## src/rtl/disp_pkg.sv

```systemverilog
// Shared types and constants for the signed-decimal display decoder.
// Holds the FSM state encoding, segment constants and the BCD helpers.
package disp_pkg;

    typedef enum logic [1:0] {
        ST_IDLE    = 2'd0,
        ST_CONVERT = 2'd1,
        ST_UPDATE  = 2'd2
    } state_t;

    localparam logic [6:0] SEG_BLANK = 7'h7F;
    localparam logic [6:0] SEG_MINUS = 7'h3F;
    localparam logic [3:0] CODE_BLANK = 4'hF;
    localparam logic [2:0] LAST_ITER = 3'd7;

    // Active-low {g,f,e,d,c,b,a} pattern for one decimal digit; other codes blank.
    function automatic logic [6:0] digit_to_seg(input logic [3:0] d);
        logic [6:0] s;
        case (d)
            4'd0:    s = 7'h40;
            4'd1:    s = 7'h79;
            4'd2:    s = 7'h24;
            4'd3:    s = 7'h30;
            4'd4:    s = 7'h19;
            4'd5:    s = 7'h12;
            4'd6:    s = 7'h02;
            4'd7:    s = 7'h78;
            4'd8:    s = 7'h00;
            4'd9:    s = 7'h10;
            default: s = SEG_BLANK;
        endcase
        return s;
    endfunction

    // Double-dabble correction applied to a BCD nibble before each shift.
    function automatic logic [3:0] dd_adjust(input logic [3:0] n);
        logic [3:0] r;
        if (n >= 4'd5) begin
            r = n + 4'd3;
        end else begin
            r = n;
        end
        return r;
    endfunction

endpackage

```

## src/rtl/seg7_encode.sv

```systemverilog
// Combinational 4-bit digit code to active-low seven-segment pattern.
module seg7_encode
    import disp_pkg::*;
(
    input  logic [3:0] i_code,
    output logic [6:0] o_seg
);

    // Table lookup; non-decimal codes produce a blank digit.
    always_comb begin
        o_seg = digit_to_seg(i_code);
    end

endmodule

```

## src/rtl/twos_display_decoder.sv

```systemverilog
// Captures an 8-bit two's-complement value, converts it to sign + BCD magnitude
// with a sequential double-dabble, and scans it onto a 4-digit 7-segment display.
module twos_display_decoder
    import disp_pkg::*;
#(
    parameter int REFRESH_DIV = 100_000
) (
    input  logic       clk,
    input  logic       btnC,
    input  logic       btnU,
    input  logic [7:0] sw,
    output logic [6:0] seg,
    output logic [3:0] an,
    output logic       dp,
    output logic       busy,
    output logic       neg
);

    localparam int CW = (REFRESH_DIV > 2) ? $clog2(REFRESH_DIV) : 1;
    localparam logic [CW-1:0] SCAN_LAST = CW'(REFRESH_DIV - 1);

    state_t      r_state;
    logic        r_btnU_prev;
    logic [19:0] r_work;
    logic [2:0]  r_count;
    logic        r_sign;
    logic        r_nonzero;
    logic [3:0]  r_h;
    logic [3:0]  r_t;
    logic [3:0]  r_o;
    logic        r_neg;
    logic        r_busy;
    logic [CW-1:0] r_scan_cnt;
    logic [1:0]  r_idx;
    logic [6:0]  r_seg;
    logic [3:0]  r_an;

    logic        w_load;
    logic [7:0]  w_mag;
    logic [19:0] w_adj;
    logic [3:0]  w_code;
    logic [6:0]  w_enc;
    logic [6:0]  w_seg_next;

    // Rising edge of the load request, only honoured while idle.
    always_comb begin
        w_load = btnU & ~r_btnU_prev & (r_state == ST_IDLE);
    end

    // Magnitude of the switch value; 8'h80 maps to 128 as unsigned.
    always_comb begin
        if (sw[7]) begin
            w_mag = ~sw + 8'd1;
        end else begin
            w_mag = sw;
        end
    end

    // Work register layout {H,T,O,mag}: correct each BCD nibble ahead of the shift.
    always_comb begin
        w_adj        = r_work;
        w_adj[19:16] = dd_adjust(r_work[19:16]);
        w_adj[15:12] = dd_adjust(r_work[15:12]);
        w_adj[11:8]  = dd_adjust(r_work[11:8]);
    end

    // Load-edge history; cleared by reset so a held button after reset still loads.
    always_ff @(posedge clk) begin
        if (btnC) begin
            r_btnU_prev <= 1'b0;
        end else begin
            r_btnU_prev <= btnU;
        end
    end

    // Conversion FSM; shown digits only change in UPDATE so the display is double-buffered.
    always_ff @(posedge clk) begin
        if (btnC) begin
            r_state   <= ST_IDLE;
            r_work    <= 20'd0;
            r_count   <= 3'd0;
            r_sign    <= 1'b0;
            r_nonzero <= 1'b0;
            r_h       <= 4'd0;
            r_t       <= 4'd0;
            r_o       <= 4'd0;
            r_neg     <= 1'b0;
            r_busy    <= 1'b0;
        end else begin
            case (r_state)
                ST_IDLE: begin
                    if (w_load) begin
                        r_state   <= ST_CONVERT;
                        r_busy    <= 1'b1;
                        r_sign    <= sw[7];
                        r_nonzero <= (sw != 8'd0);
                        r_work    <= {12'd0, w_mag};
                        r_count   <= 3'd0;
                    end else begin
                        r_state <= ST_IDLE;
                    end
                end
                ST_CONVERT: begin
                    r_work  <= w_adj << 1;
                    r_count <= r_count + 3'd1;
                    if (r_count == LAST_ITER) begin
                        r_state <= ST_UPDATE;
                    end else begin
                        r_state <= ST_CONVERT;
                    end
                end
                ST_UPDATE: begin
                    r_h     <= r_work[19:16];
                    r_t     <= r_work[15:12];
                    r_o     <= r_work[11:8];
                    r_neg   <= r_sign & r_nonzero;
                    r_busy  <= 1'b0;
                    r_state <= ST_IDLE;
                end
                default: begin
                    r_state <= ST_IDLE;
                    r_busy  <= 1'b0;
                end
            endcase
        end
    end

    // Free-running scan timer; each wrap moves to the next digit position.
    always_ff @(posedge clk) begin
        if (btnC) begin
            r_scan_cnt <= '0;
            r_idx      <= 2'd0;
        end else if (r_scan_cnt == SCAN_LAST) begin
            r_scan_cnt <= '0;
            r_idx      <= r_idx + 2'd1;
        end else begin
            r_scan_cnt <= r_scan_cnt + CW'(1);
        end
    end

    // Digit selection with leading-zero blanking.
    always_comb begin
        case (r_idx)
            2'd0:    w_code = r_o;
            2'd1:    w_code = ((r_h == 4'd0) && (r_t == 4'd0)) ? CODE_BLANK : r_t;
            2'd2:    w_code = (r_h == 4'd0) ? CODE_BLANK : r_h;
            default: w_code = CODE_BLANK;
        endcase
    end

    seg7_encode u_seg7_encode (
        .i_code (w_code),
        .o_seg  (w_enc)
    );

    // The leftmost position carries only the sign.
    always_comb begin
        if (r_idx == 2'd3) begin
            w_seg_next = r_neg ? SEG_MINUS : SEG_BLANK;
        end else begin
            w_seg_next = w_enc;
        end
    end

    // Registered display drive.
    always_ff @(posedge clk) begin
        if (btnC) begin
            r_seg <= SEG_BLANK;
            r_an  <= 4'hF;
        end else begin
            r_seg <= w_seg_next;
            r_an  <= ~(4'b0001 << r_idx);
        end
    end

    assign seg  = r_seg;
    assign an   = r_an;
    assign dp   = 1'b1;
    assign busy = r_busy;
    assign neg  = r_neg;

endmodule

```

## config.mk

```make
export PLATFORM = sky130hd
export DESIGN_NAME = twos_display_decoder
export DESIGN_NICKNAME = d
export VERILOG_FILES = /design/src/rtl/disp_pkg.sv /design/src/rtl/seg7_encode.sv /design/src/rtl/twos_display_decoder.sv
export SDC_FILE = /design/constraint.sdc
export NUM_CORES = 1
export LEC_CHECK = 0
export ABC_AREA = 0
export CAP_MARGIN = 0
export CORE_MARGIN = 1.5
export CORE_UTILIZATION = 25
export CTS_CLUSTER_DIAMETER = 200
export DETAILED_ROUTE_END_ITERATION = 12
export HOLD_SLACK_MARGIN = 0.05
export SYNTH_ARGS = -nofsm -noshare
export SYNTH_HDL_FRONTEND = slang
export SYNTH_SLANG_ARGS = --single-unit
```

## constraint.sdc

```tcl
create_clock -name clk -period 2.1 [get_ports clk]
set_clock_uncertainty 0.1 [all_clocks]
set_input_delay 0.63 -clock clk [delete_from_list [all_inputs] [get_ports clk]]
set_output_delay 0.63 -clock clk [all_outputs]
set_load 0.02 [all_outputs]
```

* Yosys cells after proc, flatten, opt, wreduce, memory -nomap -nowiden
Memory sizes are Yosys's and may differ from the RTL's. Cells that the tools add are included. W data, S select, Z words.
Word-level totals: register bits after elaboration 72, bits in read-only memories 112, input port bits 11, output and inout port bits 14, word-level logic and storage cells 71, memories 1
Operators by class: add/sub/neg operators 7, $lt $le $gt $ge 3, equal/unequal tests 8, shifts and indexed selects 1, muxes and demuxes 18, bitwise gates (word level) 7, reduce and logical (&&, ||, !) cells 11
Memory list:
- (name not given) | depth 16, width 7, rd ports 1, clocked after memory_dff 0, write ports 0, RTL line disp_pkg.sv:19 | case (d)
Operator list (number):
- $pmux W20 S2 | 1
- $mux W20 | 1
- $add A17 B1 Y17 const B | 1
- $eq A17 B17 Y1 const B | 1
- $mux W4 | 4
- $mux W7 | 2
- $ge A4 B3 Y1 const B | 3
- $pmux W4 S3 | 1
- $add A4 B2 Y4 const B | 2
- $add A8 B1 Y8 const B | 1
- $logic_not A4 Y1 | 2
- $mux W8 | 1
- $not A8 Y8 | 1
- $reduce_bool A8 Y1 | 1
- $eq A2 B2 Y1 const B | 3
- $mux W3 | 2
- $pmux W3 S2 | 1
- $reduce_and A2 Y1 | 3
- $eq A2 B1 Y1 const B | 2
- $logic_not A2 Y1 | 2
- $not A4 Y4 | 1
- $pmux W2 S2 | 1
- $shl A1 B2 Y4 const A | 1
- $add A3 B1 Y3 const B | 1
- other kinds (12) | 16

* Depth between registers and ports, before layout
Gate-level depths: netlist of run 1. An unclocked memory read counts as a cell.
depth in word-level cells 6, depth in mapped cells 9, mapped depth without buffers 9

* By module
From an unflattened synthesis of run 1, not the netlist that was laid out.
Unflattened totals: cells, all modules 406, area, all modules 3424.5 sq um
Modules (own cells, without submodules):
- twos_display_decoder | times used 1, cells each 373, area each 3214.3 sq um, seq. area each 1441.4 sq um
- seg7_encode | times used 1, cells each 33, area each 210.2 sq um, seq. area each 0.0 sq um

* Worst setup path after synthesis of run 1
No wires, ideal clock.
path type flip-flop to flip-flop, start point reg r_idx[0], end point reg r_seg[3], in the netlist seg[3], setup time 139 ps, arrival 1952 ps, required time 1861 ps, slack -91 ps, stages on the path, launching flop included 9, buffers on the path 0, period minus slack after synthesis 2191 ps, cells stage by stage dfxtp_1 inv_1 ha_1 or3b_1 o221ai_2 inv_1 ha_1 o21ai_0 nand4_1
Between the ends: word-level cells in the longest chain between the ends 4, elaborated cells between the ends (all ways) 7, those cells by class eq/ne (3); mux (2); reduce/logical (1); memory (1)
Ends and longest elaborated chain:
- start, declared | RTL line twos_display_decoder.sv:34 | logic [1:0] r_idx;
- start signal, assigned | RTL line twos_display_decoder.sv:135 | r_idx <= r_idx + 2'd1;
- $eq A2 B2 Y1 (tied with other cells) | RTL line twos_display_decoder.sv:143 | case (r_idx)
- $pmux W4 S3 | RTL line twos_display_decoder.sv:143
- $mem_v2 Z16 W7
- $mux W7 * | RTL line twos_display_decoder.sv:158 | if (r_idx == 2'd3) begin
- end signal, assigned | RTL line twos_display_decoder.sv:171 | r_seg <= w_seg_next;
- end, declared | RTL line twos_display_decoder.sv:35 | logic [6:0] r_seg;
Every way passes the cells marked *; elsewhere a longest branch is shown, timed or not. A chain may end at the register's enable or synchronous reset.

* Worst setup path in the final report of run 1
Ends and elaborated chain as after synthesis.

==> results of run 1 <==
-- repair_timing --
| action | CTS | global route |
|---|---|---|
| gates cloned | 0 | 0 |
| resized for setup | 13 | 16 |
| endpoints found under the setup margin | 8 | 9 |
| buffers inserted | 2 | 2 |
| pin swaps | 8 | 13 |
-- flip-flops by register name (all words and copies together) (netlist names) --
| name | cells |
|---|---|
| seg | 7 |
| r_t | 4 |
| r_idx | 2 |
| r_scan_cnt | 17 |
| an | 4 |
| r_btnU_prev | 1 |
| r_nonzero | 1 |
| busy | 1 |
| r_work | 20 |
| neg | 1 |
| r_state | 2 |
| r_h | 4 |
| r_o | 4 |
| r_sign | 1 |
| r_count | 3 |
-- metal layers --
metal,vias up,routed length [um],part of all wire
met5,-,0,0
met4,0,112,0.015
met3,10,295,0.041
met2,57,3530,0.49
met1,1343,3320,0.46
li1,1470,-,-
-- final timing paths --
kind / slack (ps) / endpoint / cells past startpoint
max: 60 / seg[3]$_SDFF_PP1_ / 8
min: 350 / r_scan_cnt[0]$_SDFF_PP0_ / 1
max reg2reg: 60 / seg[3]$_SDFF_PP1_ / 8
min reg2reg: 350 / r_scan_cnt[0]$_SDFF_PP0_ / 1
-- cell type report --
type | count | area [sq um]
Clock buffer | 10 | 229
Clock inverter | 6 | 92.6
Fill cell | 1370 | 8750
Inverter | 16 | 65.1
Multi-Input combinational cell | 288 | 1930
Sequential cell | 72 | 1450
Tap cell | 176 | 220
Timing Repair Buffer | 58 | 502
-- synthesized netlist by cell type, types with 2 or more instances --
cell type  number  area, sq um
a211oi_1        6         45.0
a21o_1          2         15.0
a21oi_1        28          140
a222oi_1        5         50.1
a22o_1          3         26.3
a22oi_1         8         60.1
and3_1          6         37.5
buf_4           2         15.0
clkbuf_1       15         56.3
dfxtp_1        72         1440
ha_1           17          213
inv_1          16         60.1
mux2i_1         2         20.0
nand2_1        44          165
nand2b_1       10         62.6
nand3_1        12         60.1
nand4_1         9         56.3
nor2_1         52          195
nor2b_1         2         12.5
nor3_1         10         50.1
nor3_2          2         20.0
nor4b_1         2         17.5
o211ai_1        3         22.5
o21ai_0        13         65.1
o21ai_1         2         10.0
xnor2_1        18          158
xor2_1          9         78.8
-- where the power goes --
group / switching, mW / internal [mW]
registers: 0.0181 / 1.40
logic: 0.123 / 0.100
clock network: 0.589 / 1.05
-- stage by stage --
step                area [sq um]  utilization  worst slack [ps]
CTS                         4410        0.333              7.31
global placement            4040        0.305              -413
global route                4490        0.339             -61.2
finish                      4490        0.339              55.5
detailed placement          4040        0.305              -456
floorplan                   3430            -              12.0
-- cells by family (layout without fill, tap and decap cells) --
logic type | Yosys count | after routing | share of synthesized area
AO/OA/AOI/OAI | 82 | 82 | 0.169
XOR/XNOR | 27 | 27 | 0.0697
adder cells (fa/ha/maj) | 17 | 17 | 0.0627
buffers and inverters | 35 | 90 | 0.0435
flip-flops | 72 | 72 | 0.425
multiplexers | 2 | 2 | 0.00590
other | 1 | 1 | 0.00111
AND/OR/NAND/NOR | 159 | 159 | 0.223
==> key figures, run 1 <==
Clocking
  • Clk_lat worst skew: between 300 and 400 ps
  • H-tree lvl count: 3
  • Cts bufs inserted: 9
  • Number of sinks driven by the clock tree: 72
  • Clock root buffer: clkbuf_16
  • Clk buf depth: 2
  • Count of hold-fix buffers inserted at cts: 0
  • Reg clk slew, reported paths: around 60 ps
  • TritonCTS clock tree: done

Routing
  • Average detailed-routed wire length per instance: about 12 um
  • Total via count in the routed design: roughly 2900
  • Pre-antenna DRT Iters: 4
  • Number of DRC markers after the initial detailed-route iteration: 128
  • Vias/cell: 4.60
  • Remaining antenna violation count: 0
  • Final WL: about 7300 um
  • DRC errors left: 0

Outcome
  • Status: completed

Global routing
  • Layer with the highest usage: met2
  • Antenna violations before repair: 0
  • GR Util All Layers: 0.109
  • Total congestion overflow: 0
  • Maximum number of pins on one net before global-route repair: 47
  • Met3 Usage GRT: 0.0361
  • Vias in the first global route: approximately 2900
  • Wire length of the first global-routing pass: 12700 um
  • Met2 usage: 0.193
  • Met1 demand-to-capacity share in global routing: 0.123

Logic synthesis
  • Asr flop ratio synth: 0
  • Number of warnings issued by yosys: 0
  • Synthesized net count: between 400 and 500
  • Average size of a mapped cell: approximately 8.6 sq um
  • Cell area after synthesis: about 3400 sq um
  • Number of flip-flops and latches in the synthesized netlist: between 70 and 80
  • Seq/Total Area, Yosys: 0.425
  • Gate Count Post-Synth: approximately 400
  • Synth cell types: 52
  • Flip-flop cell with the highest count after synthesis: dfxtp_1
  • Count of flip-flops with a built-in enable after synthesis: 0

Flow run
  • Count of max-cap constraint violations: 0

Timing
  • Accumulated negative setup slack: 0 ps
  • Setup repair after global routing missed its margin: true
  • Final count of negative-setup-slack endpoints: 0
  • Number of pins exceeding their max-slew limit in the final report: 0
  • Tightest slew margin relative to the limit: 0.652
  • Timing-limited maximum frequency: about 0.5 GHz
  • Slew @ Worst Pin: around 520 ps
  • WHS: around 350 ps
  • Hold violation total from the final report: 0
  • Fraction of the cycle the final worst path needs: 0.974
  • Final period demand of the worst path: 2040 ps

Floorplanning
  • Core region area: 13200 sq um
  • Initial cell density of the core: 0.256
  • Die height: ~120 um
  • FP Rows: 42
  • Chip Width: 120 um
  • I/O Pins: 25
  • Area of the die: roughly 14000 sq um

Placed design
  • Final GP Congestion: between 0.7 and 0.8
  • Inst Count DP: 606
  • Count of buffers inserted at the top-level ports: 23
  • Post-detail-place hpwl: 5140 um

Setup path
  • Kind of launch point of the worst setup path: flop
  • Kind of end point of the critical path: flop
  • Critical-path cell with the highest stage delay: or3b_4
  • Critical path peak fanout: 3
  • Kind of cell with the highest combined delay on the critical path: simple AND/OR/NAND/NOR gates
  • Largest stage delay on the critical path: roughly 400 ps
  • Cell-by-cell trace of the critical path: inv_4 > ha_4 > or3b_4 > o221ai_4 > inv_2 > ha_1 > o21ai_1 > nand4_1
  • CP startpoint: r_idx[0]$_SDFFE_PP0P_
  • Classification of the worst setup path: reg2reg
  • Reg2Reg Launch Point: r_idx[0]$_SDFFE_PP0P_
  • WP data arrival: 2130 ps
  • Worst path bufs/invs: 2
  • Critical Path RT: 2190 ps

Cells and area
  • Fin cells: about 630
  • Layout Area Growth over Synthesis: 32.3%
  • Ratio of cells with drive above 1 in the final layout: 0.182
  • Number of inserted diodes: 0
  • Final-stage net count: between 400 and 500
  • Leading cell type in the layout, fill and taps excluded: dfxtp_1
  • Most frequent cells in the layout: dfxtp_1 (70), nor2_1 (52), nand2_1 (44)

Hold path
  • Type of the most critical hold path: reg2reg
  • Worst Min Path Start: r_scan_cnt[0]$_SDFF_PP0_

Power and ir drop
  • Post-layout total power: 3.27 mW
  • Worst IR Drop VDD: 0.385 mV
  • Pwr dens: around 730 nW/um^2
  • Leakage power: ~1.7 nW
Note: power is estimated with default switching activity, not from simulation.
==> run 2: changes to the inputs <==
ABC_AREA = 1   (was 0)
==> run 2 against run 1 <==
Register-to-register slack improved by 220 ps. Critical endpoint is now busy. Sequential cell count did not move. Routed wire length rose by 1.0%. Combinational power rose by 5%. Largest power group is now registers.
==> key figures, run 2 <==
Clocking
  • Clk_lat worst skew: 340 ps (about the same)
  • TritonCTS clock tree: done
  • Number of instances resized during post-cts repair: 0 (-13)
  • Reg clk slew, reported paths: 50 ps (about the same)
  • Post-CTS Setup Inserts: 0 (-2)
  • H-tree lvl count: 3 (unchanged)
  • Number of sinks driven by the clock tree: 72 (unchanged)
  • Clock root buffer: clkbuf_16
  • Cts bufs inserted: 9 (unchanged)
  • Clk buf depth: 2 (unchanged)
  • Count of hold-fix buffers inserted at cts: 0 (unchanged)

Logic synthesis
  • Seq/Total Area, Yosys: 0.411 (-0.0135)
  • Dominant cells by area after synthesis: dfxtp_1 (41%), nand2_1 (11%), a21oi_1 (7.6%)
  • Asr flop ratio synth: 0 (unchanged)
  • Portion of synthesized cell area occupied by the leading cell type: 0.411 (-0.0135)
  • Average size of a mapped cell: 7.43 sq um (-14%)
  • Number of flip-flops and latches in the synthesized netlist: 72 (unchanged)
  • Cell area after synthesis: 3500 sq um (+3.3%)
  • Cell type contributing the most total cell area after synthesis: dfxtp_1
  • Most common cell in the netlist: nand2_1
  • Count of flip-flops with a built-in enable after synthesis: 0 (unchanged)
  • Flip-flop cell with the highest count after synthesis: dfxtp_1
  • Number of warnings issued by yosys: 0 (unchanged)
  • Synth cell types: 42 (-19%)
  • Commonest cells post-synth: nand2_1 (100), dfxtp_1 (72), inv_1 (55)
  • Synthesized net count: 500 (+18%)
  • Gate Count Post-Synth: 472 (+19%)

Cells and area
  • Number of inserted diodes: 0 (unchanged)
  • Filler Cells Inserted: 1477 (+7.8%)
  • Final-stage net count: 537 (+14%)
  • Fin cells: 692 (+11%)
  • Reg with most FFs: r_work
  • Most frequent cells in the layout: nand2_1 (100), dfxtp_1 (70), inv_1 (55)
  • Leading cell type in the layout, fill and taps excluded: nand2_1
  • Layout Area Growth over Synthesis: 22.8%
  • Ratio of cells with drive above 1 in the final layout: 0.131 (-0.0514)
  • Number of flip-flops under the largest register name: 20 (unchanged)

Setup path
  • End of the worst register-to-register path: seg[6]$_SDFF_PP1_
  • Classification of the worst setup path: reg2out
  • Worst path bufs/invs: 1 (-1)
  • Slack of the worst reg-to-reg path: 280 ps (+220 ps)
  • Critical Path RT: 1370 ps (-820 ps)
  • Kind of launch point of the worst setup path: flop
  • Cell-by-cell trace of the critical path: clkdlybuf4s50_1
  • Kind of end point of the critical path: output pin
  • WP data arrival: 1270 ps (-860 ps)
  • Critical path peak fanout: 2 (-1)
  • Logic depth of the worst register-to-register path: 12 (+4)
  • Critical-path cell with the highest stage delay: clkdlybuf4s50_1
  • Reg2Reg Launch Point: r_idx[0]$_SDFFE_PP0P_
  • Largest stage delay on the critical path: 610 ps (+210 ps)
  • Kind of cell with the highest combined delay on the critical path: buffers and inverters

Global routing
  • Antenna violations before repair: 0 (unchanged)
  • Wire length of the first global-routing pass: 12600 um (-0.76%)
  • Total congestion overflow: 0 (unchanged)
  • Maximum number of pins on one net before global-route repair: 27 (-43%)
  • Vias in the first global route: 2847 (-0.59%)
  • GR Util All Layers: 0.107 (-0.00102)

Floorplanning
  • Core region area: 13800 sq um (+4.0%)
  • Initial cell density of the core: 0.254 (-0.00178)
  • FP Rows: 43 (+2.4%)
  • Chip Width: 121 um (+1.6%)
  • I/O Pins: 25 (unchanged)
  • Die height: 121 um (+1.6%)
  • Area of the die: 14700 sq um (+3.2%)

Routing
  • DRC errors left: 0 (unchanged)
  • Total via count in the routed design: 3064 (+6.4%)
  • Vias/cell: 4.43 (-3.8%)
  • Average detailed-routed wire length per instance: 10.6 um (-8.6%)
  • Remaining antenna violation count: 0 (unchanged)
  • Number of DRC markers after the initial detailed-route iteration: 180 (+41%)
  • Pre-antenna DRT Iters: 4 (unchanged)
  • Final WL: 7330 um (+1.0%)

Hold path
  • Worst hold stages: 1 (unchanged)
  • Worst Hold Path EP: r_scan_cnt[0]$_SDFF_PP0_
  • Worst Min Path Start: r_scan_cnt[0]$_SDFF_PP0_
  • Type of the most critical hold path: reg2reg

Placed design
  • Inst Count DP: 678 (+12%)
  • Final GP Congestion: 0.862 (+9.4%)
  • Count of buffers inserted at the top-level ports: 23 (unchanged)
  • Post-detail-place hpwl: 5420 um (+5.3%)

Outcome
  • Status: completed

Timing
  • Fraction of the cycle the final worst path needs: 0.951 (-0.0229)
  • Setup repair after global routing missed its margin: false
  • Accumulated negative setup slack: 0 ps (unchanged)
  • Timing-limited maximum frequency: 0.501 GHz (+2.4%)
  • Hold violation total from the final report: 0 (unchanged)
  • Number of pins exceeding their max-slew limit in the final report: 0 (unchanged)
  • Final count of negative-setup-slack endpoints: 0 (unchanged)
  • Final period demand of the worst path: 2000 ps (-48.0 ps)

Power and ir drop
  • Leakage power: 1.74 nW (+5.2%)
  • Pwr dens: 701 nW/um^2 (-3.9%)
  • Worst IR Drop VDD: 0.340 mV (-12%)

Flow run
  • Count of max-cap constraint violations: 0 (unchanged)
==> run 2: worst max path at each step <==
stage	start	cells past startpoint	slack [ps]	end
floorplan	r_idx[0]$_SDFFE_PP0P_	13	250	seg[6]$_SDFF_PP1_
global placement	sw[0]	9	30	r_work[2]$_SDFFE_PP0P_
detailed placement	sw[0]	9	30	r_work[2]$_SDFFE_PP0P_
CTS	neg$_SDFFE_PP0N_	1	10	neg
global route	busy$_SDFFE_PP0P_	1	40	busy
finish	busy$_SDFFE_PP0P_	1	100	busy
==> run 2: where the power goes <==
part	switching [mW]	internal (mW)
registers	0.0171	1.40
clock network	0.550	0.815
logic	0.130	0.103
==> run 2: through the flow <==
step                      hold slack, ps  power [mW]  setup slack, ps  cell area, sq um  utilization
after global placement               341        1.68             27.2              4030        0.293
after global routing                 387        3.14             39.9              4300        0.313
final                                359        3.02              104              4300        0.313
after detailed placement             353        1.68             34.9              4030        0.293
after floorplan                      329        1.58              252              3500            -
after CTS                            364        3.06             11.0              4300        0.312
==> run 2: layer usage <==
metal  part of all wire  routed length (um)  GRT usage
met3              0.048                 349     0.0352
met1               0.49                3600      0.138
met2               0.45                3280      0.167
met4              0.014                 106     0.0412
met5                  0                   0          0
==> run 2: final cells by class <==
cell class	instances	area, sq um	area share
Clock buffer	11	243	0.0564
Timing Repair Buffer	40	373	0.0866
Clock inverter	3	20.0	0.00465
Multi-Input combinational cell	329	1790	0.415
Sequential cell	72	1440	0.335
Inverter	57	214	0.0497
Tap cell	180	225	0.0523
==> run 2: cells by family (layout without fill, tap and decap cells) <==
| group | Yosys count | in the layout | synth area share |
|---|---|---|---|
| AOI/OAI and AO/OA | 103 | 103 | 0.161 |
| xor gates and xnor gates | 6 | 6 | 0.0150 |
| adders and majority gates | 17 | 17 | 0.0607 |
| buffers and inverters | 71 | 111 | 0.0800 |
| DFF | 72 | 72 | 0.411 |
| other | 1 | 1 | 0.00107 |
| and+or+nand+nor | 202 | 202 | 0.271 |
==> run 3: changes to the inputs <==
SYNTH_HIERARCHICAL = 1   (was default)
==> run 3 against run 2 <==
Final area is 3.5% higher. Hold slack worse by 9.7 ps. Register-to-register slack about the same. Critical endpoint unchanged.
==> key figures, run 3 <==
Power and ir drop
  • Leakage power: 1.85 nW (+6.6%)
  • Pwr dens: 718 nW/um^2 (+2.4%)
  • Worst IR Drop VDD: 0.388 mV (+14%)
  • Post-layout total power: 3.20 mW (+6.0%)

Flow run
  • Count of max-cap constraint violations: 0 (unchanged)

Setup path
  • CP startpoint: busy$_SDFFE_PP0P_
  • Largest stage delay on the critical path: 620 ps (about the same)
  • Crit path to: busy
  • Worst path bufs/invs: 1 (unchanged)
  • Slack of the worst reg-to-reg path: 290 ps (about the same)
  • Kind of end point of the critical path: output pin
  • End of the worst register-to-register path: seg[3]$_SDFF_PP1_
  • WP data arrival: 1270 ps (about the same)
  • Logic depth of the worst register-to-register path: 13 (+1)
  • Classification of the worst setup path: reg2out
  • Critical Path RT: 1370 ps (about the same)
  • Critical path peak fanout: 2 (unchanged)
  • Kind of launch point of the worst setup path: flop
  • Cell-by-cell trace of the critical path: clkdlybuf4s50_1
  • Number of stages on the worst setup path: 1 (unchanged)
  • Kind of cell with the highest combined delay on the critical path: buffers and inverters
  • Reg2Reg Launch Point: r_h[0]$_SDFFE_PP0N_
  • Critical-path cell with the highest stage delay: clkdlybuf4s50_1

Timing
  • Hold violation total from the final report: 0 (unchanged)
  • Fraction of the cycle the final worst path needs: 0.955 (+0.00405)
  • Final count of negative-setup-slack endpoints: 0 (unchanged)
  • Timing-limited maximum frequency: 0.499 GHz (-0.42%)
  • WHS: 349 ps (-9.70 ps)
  • Number of pins exceeding their max-slew limit in the final report: 0 (unchanged)
  • PnR worst setup slack: 95.1 ps (-8.51 ps)
  • Setup repair after global routing missed its margin: false
  • Final period demand of the worst path: 2000 ps (+8.51 ps)
  • Accumulated negative setup slack: 0 ps (unchanged)

Routing
  • Remaining antenna violation count: 0 (unchanged)
  • DRC errors left: 0 (unchanged)
  • Average detailed-routed wire length per instance: 9.91 um (-6.5%)
  • Pre-antenna DRT Iters: 4 (unchanged)
  • Final WL: 7300 um (-0.50%)
  • Total via count in the routed design: 3189 (+4.1%)
  • Number of DRC markers after the initial detailed-route iteration: 177 (-1.7%)
  • Vias/cell: 4.33 (-2.1%)

Floorplanning
  • FP Rows: 43 (unchanged)
  • Chip Width: 124 um (+2.1%)
  • I/O Pins: 25 (unchanged)
  • Initial cell density of the core: 0.259 (+0.00474)
  • Area of the die: 15300 sq um (+4.1%)
  • Die height: 124 um (+2.1%)
  • Core region area: 14100 sq um (+2.3%)

Logic synthesis
  • Seq/Total Area, Yosys: 0.395 (-0.0168)
  • Dominant cells by area after synthesis: dfxtp_1 (39%), nand2_1 (13%), inv_1 (6.8%)
  • Number of warnings issued by yosys: 6 (+6)
  • Gate Count Post-Synth: 517 (+9.5%)
  • Synthesized net count: 547 (+9.4%)
  • Portion of synthesized cell area occupied by the leading cell type: 0.395 (-0.0168)
  • Cell area after synthesis: 3650 sq um (+4.2%)
  • Commonest cells post-synth: nand2_1 (131), dfxtp_1 (72), inv_1 (66)
  • Synth cell types: 35 (-17%)
  • Number of flip-flops and latches in the synthesized netlist: 72 (unchanged)
  • Cell type contributing the most total cell area after synthesis: dfxtp_1
  • Asr flop ratio synth: 0 (unchanged)
  • Count of flip-flops with a built-in enable after synthesis: 0 (unchanged)
  • Most common cell in the netlist: nand2_1
  • Average size of a mapped cell: 7.07 sq um (-4.8%)
  • Flip-flop cell with the highest count after synthesis: dfxtp_1

Clocking
  • Clk_lat worst skew: 330 ps (about the same)
  • Count of hold-fix buffers inserted at cts: 0 (unchanged)
  • H-tree lvl count: 3 (unchanged)
  • TritonCTS clock tree: done
  • Clk buf depth: 2 (unchanged)
  • Cts bufs inserted: 9 (unchanged)
  • Number of sinks driven by the clock tree: 72 (unchanged)
  • Reg clk slew, reported paths: 60 ps (about the same)
  • Clock root buffer: clkbuf_16

Global routing
  • GR Util All Layers: 0.106 (-0.00143)
  • Vias in the first global route: 2929 (+2.9%)
  • Total congestion overflow: 0 (unchanged)
  • Wire length of the first global-routing pass: 13000 um (+3.1%)
  • Antenna violations before repair: 0 (unchanged)
  • Maximum number of pins on one net before global-route repair: 27 (unchanged)

Cells and area
  • Fin cells: 736 (+6.4%)
  • Most frequent cells in the layout: nand2_1 (131), dfxtp_1 (71), inv_1 (66)
  • Filler Cells Inserted: 1535 (+3.9%)
  • Number of flip-flops under the largest register name: 20 (unchanged)
  • Layout Area Growth over Synthesis: 22.0%
  • Number of inserted diodes: 0 (unchanged)
  • Final-stage net count: 581 (+8.2%)
  • Reg with most FFs: r_work
  • Ratio of cells with drive above 1 in the final layout: 0.0917 (-0.0391)
  • Leading cell type in the layout, fill and taps excluded: nand2_1

Placed design
  • Count of buffers inserted at the top-level ports: 23 (unchanged)
  • Final GP Congestion: 0.775 (-10%)
  • Post-detail-place hpwl: 5240 um (-3.3%)
  • Worst setup slack after placement: 68.4 ps (+33.5 ps)
  • Inst Count DP: 719 (+6.0%)

Hold path
  • Type of the most critical hold path: reg2reg
  • Worst hold stages: 1 (unchanged)

Outcome
  • Status: completed
-- run 3: cell families after synthesis --
kind of cell	share of synthesized area
AO/OA/AOI/OAI	0.117
XOR/XNOR	0.0168
adder cells (fa/ha/maj)	0.0651
buffers and inverters	0.0983
flip-flops	0.395
other	0.00103
AND/OR/NAND/NOR	0.308
-- run 3: cell type report --
cell class	count	area [sq um]	area share
Timing Repair Buffer	36	343	0.0769
Tap cell	180	225	0.0505
Sequential cell	72	1440	0.324
Clock inverter	5	55.1	0.0124
Inverter	71	272	0.0609
Clock buffer	11	253	0.0567
Multi-Input combinational cell	361	1870	0.419
-- run 3: through the flow --
stage / util / area, sq um
2_1_floorplan: - / 3650
3_3_place_gp: 0.293 / 4120
3_5_place_dp: 0.293 / 4120
4_1_cts: 0.314 / 4430
5_1_grt: 0.316 / 4460
6_report: 0.316 / 4460
-- run 3: how the worst min path moves through the flow --
stage	from	endpoint	slack, ps
finish	r_scan_cnt[0]$_SDFF_PP0_	r_scan_cnt[0]$_SDFF_PP0_	350
global route	r_scan_cnt[0]$_SDFF_PP0_	r_scan_cnt[0]$_SDFF_PP0_	370
CTS	r_scan_cnt[0]$_SDFF_PP0_	r_scan_cnt[0]$_SDFF_PP0_	360
detailed placement	r_scan_cnt[0]$_SDFF_PP0_	r_scan_cnt[0]$_SDFF_PP0_	350
global placement	r_scan_cnt[0]$_SDFF_PP0_	r_scan_cnt[0]$_SDFF_PP0_	330
floorplan	r_scan_cnt[0]$_SDFF_PP0_	r_scan_cnt[0]$_SDFF_PP0_	320
-- run 3: what timing repair did --
action / CTS / global route
setup endpoints to repair: 0 / 6
gates resized for setup: 0 / 6
setup buffers: 0 / 1
-- run 3: power breakdown --
part           internal [mW]  switching [mW]  leakage, nW
Sequential              1.40          0.0169        0.586
Clock                  0.979           0.577        0.148
Combinational         0.0884           0.135         1.12
Total                   2.47           0.730         1.85
-- run 3: per-layer routing --
layer  vias to the layer above  part of all wire  track usage
met5                         -                 0            0
met3                        14             0.042       0.0343
met4                         0             0.013       0.0313
met1                      1407              0.53        0.137
li1                       1728                 -            -
met2                        40              0.42        0.169
